$ cat src/rtl/mips32_pkg.sv
// Shared MIPS32 definitions: opcode constants reused by the processor and the
// program loader, plus the loader's state encoding.
package mips32_pkg;

   localparam logic [5:0] ADD  = 6'h00;
   localparam logic [5:0] OR   = 6'h03;
   localparam logic [5:0] ADDI = 6'h0a;
   localparam logic [5:0] HLT  = 6'h3f;

   typedef enum logic [2:0] {
      LOAD,
      START,
      RUN,
      DONE,
      ERROR
   } loader_state_t;

   function automatic logic [5:0] opcode(input logic [31:0] instr);
      return instr[31:26];
   endfunction

endpackage

$ cat src/rtl/mips32_prog_loader.sv
// Streams a program image into MIPS32 memory, starts the core at PC 0 and
// reports completion once the core halts.
//
// state | meaning
// LOAD  | accepting image words; core held
// START | one-cycle cpu_start pulse, hold released
// RUN   | core executing; halt watched after the first cycle
// DONE  | core halted; a new beat begins the next image
// ERROR | overflow or missing HLT; held until reset
module mips32_prog_loader
   import mips32_pkg::*;
#(
   parameter int          ADDR_W    = 10,
   parameter int          MAX_WORDS = 1024,
   parameter logic [5:0]  HLT_OPC   = HLT
) (
   input  logic              clk,
   input  logic              rst_n,
   input  logic              s_valid,
   output logic              s_ready,
   input  logic [31:0]       s_data,
   input  logic              s_last,
   output logic              mem_we,
   output logic [ADDR_W-1:0] mem_addr,
   output logic [31:0]       mem_wdata,
   output logic              cpu_hold,
   output logic              cpu_start,
   input  logic              cpu_halted,
   output logic [ADDR_W:0]   load_count,
   output logic              done,
   output logic              err_overflow,
   output logic              err_no_hlt
);

   localparam logic [ADDR_W:0] MAX_CNT = (ADDR_W+1)'(MAX_WORDS);

   loader_state_t   state;
   logic            start_pend;
   logic            run_first;
   logic            accept;
   logic            beat_ovf;
   logic [ADDR_W:0] next_count;

   // The write issued last cycle has not yet been counted; include it so
   // back-to-back beats see the true fill level.
   assign next_count = load_count + {{ADDR_W{1'b0}}, mem_we};
   assign accept     = s_valid & s_ready;
   assign beat_ovf   = (state == LOAD) && (next_count == MAX_CNT);
   assign mem_addr   = load_count[ADDR_W-1:0];

   always_ff @(posedge clk) begin
      if (!rst_n) begin
         state        <= LOAD;
         start_pend   <= 1'b0;
         run_first    <= 1'b0;
         s_ready      <= 1'b0;
         cpu_hold     <= 1'b1;
         cpu_start    <= 1'b0;
         mem_we       <= 1'b0;
         mem_wdata    <= '0;
         load_count   <= '0;
         done         <= 1'b0;
         err_overflow <= 1'b0;
         err_no_hlt   <= 1'b0;
      end else begin
         mem_we     <= 1'b0;
         cpu_start  <= 1'b0;
         load_count <= next_count;

         unique case (state)
            LOAD: begin
               if (start_pend) begin
                  start_pend <= 1'b0;
                  state      <= START;
                  cpu_start  <= 1'b1;
                  cpu_hold   <= 1'b0;
               end else if (!accept) begin
                  s_ready <= 1'b1;
               end
            end
            START: begin
               state     <= RUN;
               run_first <= 1'b1;
            end
            RUN: begin
               // HALTED may still be set from the previous program here
               if (run_first) begin
                  run_first <= 1'b0;
               end else if (cpu_halted) begin
                  state    <= DONE;
                  done     <= 1'b1;
                  cpu_hold <= 1'b1;
                  s_ready  <= 1'b1;
               end
            end
            DONE: begin
            end
            ERROR: begin
               s_ready  <= 1'b0;
               cpu_hold <= 1'b1;
            end
            default: state <= ERROR;
         endcase

         // Beats only arrive in LOAD or DONE, the only states with s_ready set.
         if (accept) begin
            if (beat_ovf) begin
               err_overflow <= 1'b1;
               s_ready      <= 1'b0;
               state        <= ERROR;
            end else begin
               mem_we    <= 1'b1;
               mem_wdata <= s_data;
               if (state == DONE) begin
                  done       <= 1'b0;
                  load_count <= '0;
                  state      <= LOAD;
               end
               if (s_last) begin
                  s_ready <= 1'b0;
                  if (opcode(s_data) != HLT_OPC) begin
                     err_no_hlt <= 1'b1;
                     state      <= ERROR;
                  end else begin
                     start_pend <= 1'b1;
                  end
               end
            end
         end
      end
   end

endmodule

$ cat config.mk
export PLATFORM = sky130hd
export DESIGN_NAME = mips32_prog_loader
export DESIGN_NICKNAME = d
export VERILOG_FILES = /design/src/rtl/mips32_pkg.sv /design/src/rtl/mips32_prog_loader.sv
export SDC_FILE = /design/constraint.sdc
export NUM_CORES = 1
export LEC_CHECK = 0
export CORE_UTILIZATION = 25
export CTS_CLUSTER_DIAMETER = 200
export DETAILED_ROUTE_END_ITERATION = 16
export PLACE_DENSITY = 0.56
export SLEW_MARGIN = 10
export SYNTH_ARGS = -nofsm -noshare
export SYNTH_HDL_FRONTEND = slang
export SYNTH_SLANG_ARGS = --single-unit
$ cat constraint.sdc
create_clock -name clk -period 2.62 [get_ports clk]
set_clock_uncertainty 0.05 [all_clocks]
set_input_delay 0.393 -clock clk [delete_from_list [all_inputs] [get_ports clk]]
set_output_delay 0.393 -clock clk [all_outputs]
set_load 0.05 [all_outputs]
=== Yosys cells after proc, flatten, opt, wreduce, memory -nomap -nowiden ===
Cells that the tools add are included.

* Add/subtract/negate cells: 1
* Equality and inequality tests: 9
* Reduce and logical (&&, ||, !) cells: 11
* Muxes and demuxes: 38
* Bitwise gates (word level): 2

{| class="wikitable"
|+ Operators by type and width
! cell !! count
|-
| $mux W11 || 3
|-
| $mux W3 || 8
|-
| $mux W1 || 23
|-
| $pmux W3 S4 || 1
|-
| $add A11 B1 Y11 || 1
|-
| $eq A11 B11 Y1 const B || 1
|-
| $reduce_and A2 Y1 || 4
|-
| $reduce_and A4 Y1 || 2
|-
| $eq A3 B2 Y1 const B || 2
|-
| $ne A2 B2 Y1 const B || 3
|-
| $ne A6 B6 Y1 const B || 1
|-
| $pmux W1 S3 || 2
|-
| $eq A3 B1 Y1 const B || 1
|-
| $eq A3 B3 Y1 const B || 1
|-
| $logic_not A3 Y1 || 1
|-
| $reduce_bool A3 Y1 || 1
|-
| $pmux W1 S2 || 1
|-
| $reduce_bool A2 Y1 || 1
|-
| $reduce_or A2 Y1 || 1
|-
| $and A1 B1 Y1 || 1
|-
| $logic_and A1 B1 Y1 || 1
|-
| $not A1 Y1 || 1
|}

* Flip-flop bits (word level): 55
* Output and inout port bits: 60
* Logic and storage cells: 73
* Input port bits: 37

=== Logic depth before layout (Yosys ltp) ===
* Word-level depth: 8
* Gate-level depth with buffers: 9
* Gate-level depth less buffers: 7

=== Worst setup path after synthesis ===
Ideal clock, no wire load.

* Path type: reg2reg
* Start: reg load_count[0]
* End: reg mem_wdata[0]
* Library setup time: 0.121 ns
* Buffers on the path: 1
* Cell stages (with the launch flop): 9
* Arrival: 2.477 ns
* Clock period less this slack: 2.648 ns
* Data required time: 2.449 ns
* Setup slack: -0.028 ns
* Cells stage by stage: dfxtp_1 > ha_1 > ha_1 > nand4_1 > or3_1 > and4_1 > a41oi_2 > buf_6 > o22ai_2

* Longest elaborated chain between the ends: 5

{| class="wikitable"
|+ RTL lines
! item !! RTL line !! RTL
|-
| start, declared || mips32_prog_loader.sv:29 || <nowiki>output logic [ADDR_W:0] load_count,</nowiki>
|-
| start signal, assigned || mips32_prog_loader.sv:68 || <nowiki>load_count <= next_count;</nowiki>
|-
| $add A11 B1 Y11 || mips32_prog_loader.sv:46 || <nowiki>assign next_count = load_count + {{ADDR_W{1'b0}}, mem_we};</nowiki>
|-
| $eq A11 B11 Y1 || mips32_prog_loader.sv:48 || <nowiki>assign beat_ovf = (state == LOAD) && (next_count == MAX_CNT);</nowiki>
|-
| $logic_and A1 B1 Y1 || mips32_prog_loader.sv:48 ||
|-
| $not A1 Y1 (no line) || - ||
|-
| $reduce_and A2 Y1 (no line) || - ||
|-
| end signal, assigned || mips32_prog_loader.sv:113 || <nowiki>mem_wdata <= s_data;</nowiki>
|-
| end, declared || mips32_prog_loader.sv:25 || <nowiki>output logic [31:0] mem_wdata,</nowiki>
|}

No other way between the ends.
A chain may end at the register's enable or synchronous reset.

=== Worst setup path in the final report ===
* Start: reg mem_we
* End: reg err_no_hlt

* Longest elaborated chain between the ends: 5

{| class="wikitable"
|+ RTL lines
! item !! RTL line !! RTL
|-
| start, declared || mips32_prog_loader.sv:23 || <nowiki>output logic mem_we,</nowiki>
|-
| start signal, assigned || mips32_prog_loader.sv:59 || <nowiki>mem_we <= 1'b0;</nowiki>
|-
| start signal, assigned || mips32_prog_loader.sv:66 || <nowiki>mem_we <= 1'b0;</nowiki>
|-
| start signal, assigned || mips32_prog_loader.sv:112 || <nowiki>mem_we <= 1'b1;</nowiki>
|-
| $add A11 B1 Y11 || mips32_prog_loader.sv:46 ||
|-
| $eq A11 B11 Y1 || mips32_prog_loader.sv:48 ||
|-
| $logic_and A1 B1 Y1 || mips32_prog_loader.sv:48 ||
|-
| $not A1 Y1 (no line) || - ||
|-
| $reduce_and A4 Y1 (no line) || - ||
|-
| end signal, assigned || mips32_prog_loader.sv:64 || <nowiki>err_no_hlt <= 1'b0;</nowiki>
|-
| end signal, assigned || mips32_prog_loader.sv:122 || <nowiki>err_no_hlt <= 1'b1;</nowiki>
|-
| end, declared || mips32_prog_loader.sv:32 || <nowiki>output logic err_no_hlt</nowiki>
|}

No other way between the ends.

==> metrics.md <==
| Metric | Value |
|---|---|
| Status | `complete, no violations` |
| Worst-Margin Slew | `533 ps` |
| Period minus WS final | `roughly 2400 ps` |
| Total global-route track usage | `0.113` |
| Gate power share | `0.207` |
| Worst path max stage delay | `330 ps` |
| Mapped Nets | `323` |
| Crit-path cells | `ha_1 -> ha_1 -> and3_1 -> xnor2_1 -> o31ai_2 -> a41o_2 -> buf_12 -> o21ai_0` |
| Worst setup margin | `230 ps` |
| DIE AREA | `about 11000 sq um` |
| Adder-cell share of the synthesized area | `0.00953` |
| Pin count of the biggest net entering global routing | `35` |
| Final GP Congestion | `0.751` |
| Core ar. | `10200 sq um` |
| Placed cell count | `496` |
| Critical Path RT | `2760 ps` |
| First-pass GRT wire length | `9980 um` |
| Register area share after synthesis | `0.419` |
| Fill cell count | `1019` |
| Post-Syn Instances | `284` |
| Chip width | `104 um` |
| CP Max Fanout | `34` |
| Nets | `406` |
| Sw power | `0.499 mW` |
| Mux contribution to synthesized area | `0` |
| Chip height | `around 100 um` |
| I/O pins | `97` |
| TritonRoute pass-1 iters | `4` |
| Synthesized flop and latch total | `55` |
| Max VDD drop | `about 0.00020 V` |
| Antenna Cells | `0` |
| Final period utilization | `0.912` |
| Setup crit end kind | `flip-flop` |
| Max Fclk | `418 MHz` |
| Initial DRC Count | `60` |
| Mapped Area | `2630 sq um` |
| Via density | `4.33` |
| Max-slew headroom | `0.644` |
| Num rows | `37` |
| Slew Limit Fails | `0` |
| Setup violations, final | `0` |
| Clock power frac | `0.279` |
| DP Worst Slack | `239 ps` |
| Final core occ | `0.363` |
| Clock sink total | `55` |
| Synth Warn # | `0` |
| Crit start category | `flip-flop` |
| CP Data Arrival Time | `2530 ps` |
| Avg WL per Cell | `around 12 um` |
| Filler-free cell count of the finished design | `503` |
| R2R Setup Slk | `230 ps` |
| Seq pwr share | `0.514` |
| Syn Area/Cell | `9.25 sq um` |
| Antenna violations before repair | `0` |
| Reg area | `between 1000 and 1500 sq um` |
| Netlist cell types | `46` |
| Via count | `2180` |
| Clock buffer depth | `2` |
| Top Family by Delay on Critical Path | `compound AO/OA/AOI/OAI gates` |
| PortBufs | `96` |
| Area Growth Syn to Fin | `41.4%` |
| Clock transition at path regs | `100 ps` |
| H-tree depth | `2` |
| Total Neg Setup Slack | `0 ps` |
| HPWL Detailed | `4230 um` |
| Fin. Hold Viols | `0` |
| Fraction of layout cells with a size suffix above 1 | `0.158` |
| GRT Residual Overflow | `0` |
| Compound-Gate Fraction of Synth Area | `0.224` |
| CTS tree | `built` |
| Root Driver | `clkbuf_8` |
| Critical path's slowest cell | `dfxtp_2` |
| TritonCTS Buffers | `5` |
| RSZ-0062 raised after global routing | `no` |
| Multi-input gate area | `1170 sq um` |
| Vias in the first global route | `between 2000 and 2500` |
| Number of buffer and inverter stages on the critical path | `1` |
| End of the worst register-to-register path | `err_no_hlt` |
| Critical Path Most Common Cell | `ha_1` |
| Setup Crit Path Kind | `flip-flop to flip-flop` |
| Clock latency on the worst-skew pair | `roughly 300 ps` |
| Post-CTS sizing | `0` |
| Final antenna-violating net count | `0` |
| FF-to-FF Start | `mem_we` |
| Worst setup path startpoint | `mem_we` |
| Setup crit end | `err_no_hlt` |
| Max_cap viols | `0` |
| PwrDens | `464 nW/um^2` |
| XOR/XNOR Fraction of Synth Area | `0.0267` |
| CP Depth | `8` |
| Hold buffers post-CTS | `0` |
| # DRC | `0` |
| Int Pwr | `1.22 mW` |
| Number of post-CTS setup repair buffers | `0` |
| Largest family of logic cells by synthesized area | `compound AO/OA/AOI/OAI gates` |
| Pleak | `1.38 nW` |
| Initial cell density of the core | `0.257` |
| Simple-gate share of the synthesized area | `0.182` |
| Switching share of power | `0.289` |
| R2r worst-path depth | `8` |
| Classification of the worst-slack hold path | `flip-flop to flip-flop` |
| Final WL | `6030 um` |
through the flow:
step,instance area [sq um],hold WS [ps],total power [mW]
final,3710,421,1.72
after floorplan,2630,404,1.13
after detailed placement,3620,406,1.27
after CTS,3710,429,1.76
after global placement,3620,398,1.26
after global routing,3710,459,1.81
sequential cells by signal, indices dropped and copies added, names as in the netlist:
| signal | cells |
|---|---|
| err_overflow | 1 |
| run_first | 1 |
| cpu_hold | 1 |
| load_count | 11 |
| start_pend | 1 |
| mem_we | 1 |
| done | 1 |
| mem_wdata | 32 |
| s_ready | 1 |
| state | 3 |
| cpu_start | 1 |
| err_no_hlt | 1 |
per-layer routing:
layer,track usage,vias to the layer above,part of all wire
met4,0.0337,0,0.012
met1,0.142,1001,0.47
met5,0,-,0
met2,0.189,60,0.46
met3,0.0307,6,0.054
li1,-,1113,-
power groups by stage:
stage                     combinational [mW]  clock (mW)  sequential [mW]
final                                  0.356       0.481            0.886
after detailed placement               0.360           0            0.905
after global routing                   0.377       0.542            0.891
after floorplan                        0.123           0             1.01
after global placement                 0.358           0            0.905
after CTS                              0.361       0.511            0.887
worst reg2reg max path, stage by stage (launching register included):
cell	delay (ps)
dfxtp_2	330
ha_1	240
ha_1	270
and3_1	250
xnor2_1	140
o31ai_2	330
a41o_2	280
buf_12	230
o21ai_0	150
cell families after synthesis:
| family | Yosys count |
|---|---|
| simple gates | 95 |
| compound gates | 60 |
| buf+inv | 64 |
| fa+ha+maj | 2 |
| flops | 55 |
| xor+xnor | 8 |
worst min path at each step:
stage                     slack [ps]          start  depth (start not counted)       endpoint
after CTS                        430     err_no_hlt                          2     err_no_hlt
after detailed placement         410     err_no_hlt                          2     err_no_hlt
after floorplan                  400      run_first                          2      run_first
after global routing             460  mem_wdata[21]                          2  mem_wdata[21]
final                            420     err_no_hlt                          2     err_no_hlt
after global placement           400     err_no_hlt                          2     err_no_hlt
synthesized netlist by cell type (all sizes together):
library cell	count	share of area
dfxtp	55	0.42
nand2	44	0.064
inv	37	0.053
o22ai	32	0.15
buf	19	0.074
nor2	14	0.020
o21ai	9	0.017
clkbuf	8	0.011
a21oi	7	0.013
xnor2	7	0.023
nor3	6	0.011
nand4	5	0.014
nand3	4	0.012
or3	4	0.012
and3	3	0.0071
nor2b	3	0.0071
and2	2	0.0048
and4	2	0.0071
ha	2	0.0095
nand2b	2	0.0048
nor4	2	0.0048
o21a	2	0.0057
o31ai	2	0.0076
a21boi	1	0.0029
a22o	1	0.0033
a41o	1	0.0038
a41oi	1	0.0062
nand3b	1	0.0029
nor3b	1	0.0029
nor4b	1	0.0033
o211ai	1	0.0029
o221a	1	0.0043
o311ai	1	0.0033
o32ai	1	0.0033
or3b	1	0.0033
xor2	1	0.0033
final cells by class:
class                           instances  area share
Inverter                               37      0.0374
Multi-Input combinational cell        165       0.316
Clock inverter                          1     0.00135
Timing Repair Buffer                  103       0.280
Sequential cell                        55       0.297
Tap cell                              136      0.0458
Clock buffer                            6      0.0222
layout by cell type (no fill, tap or decap), types with 3 or more instances in the layout:
cell	n
a21oi_1	7
and3_1	3
buf_4	5
clkbuf_8	6
clkdlybuf4s50_1	96
dfxtp_1	53
inv_1	37
nand2_1	43
nand3_1	3
nand4_1	4
nor2_1	14
nor2b_1	3
nor3_1	6
o21ai_0	9
o22ai_2	31
xnor2_1	7
(Power assumes the default switching activity.)
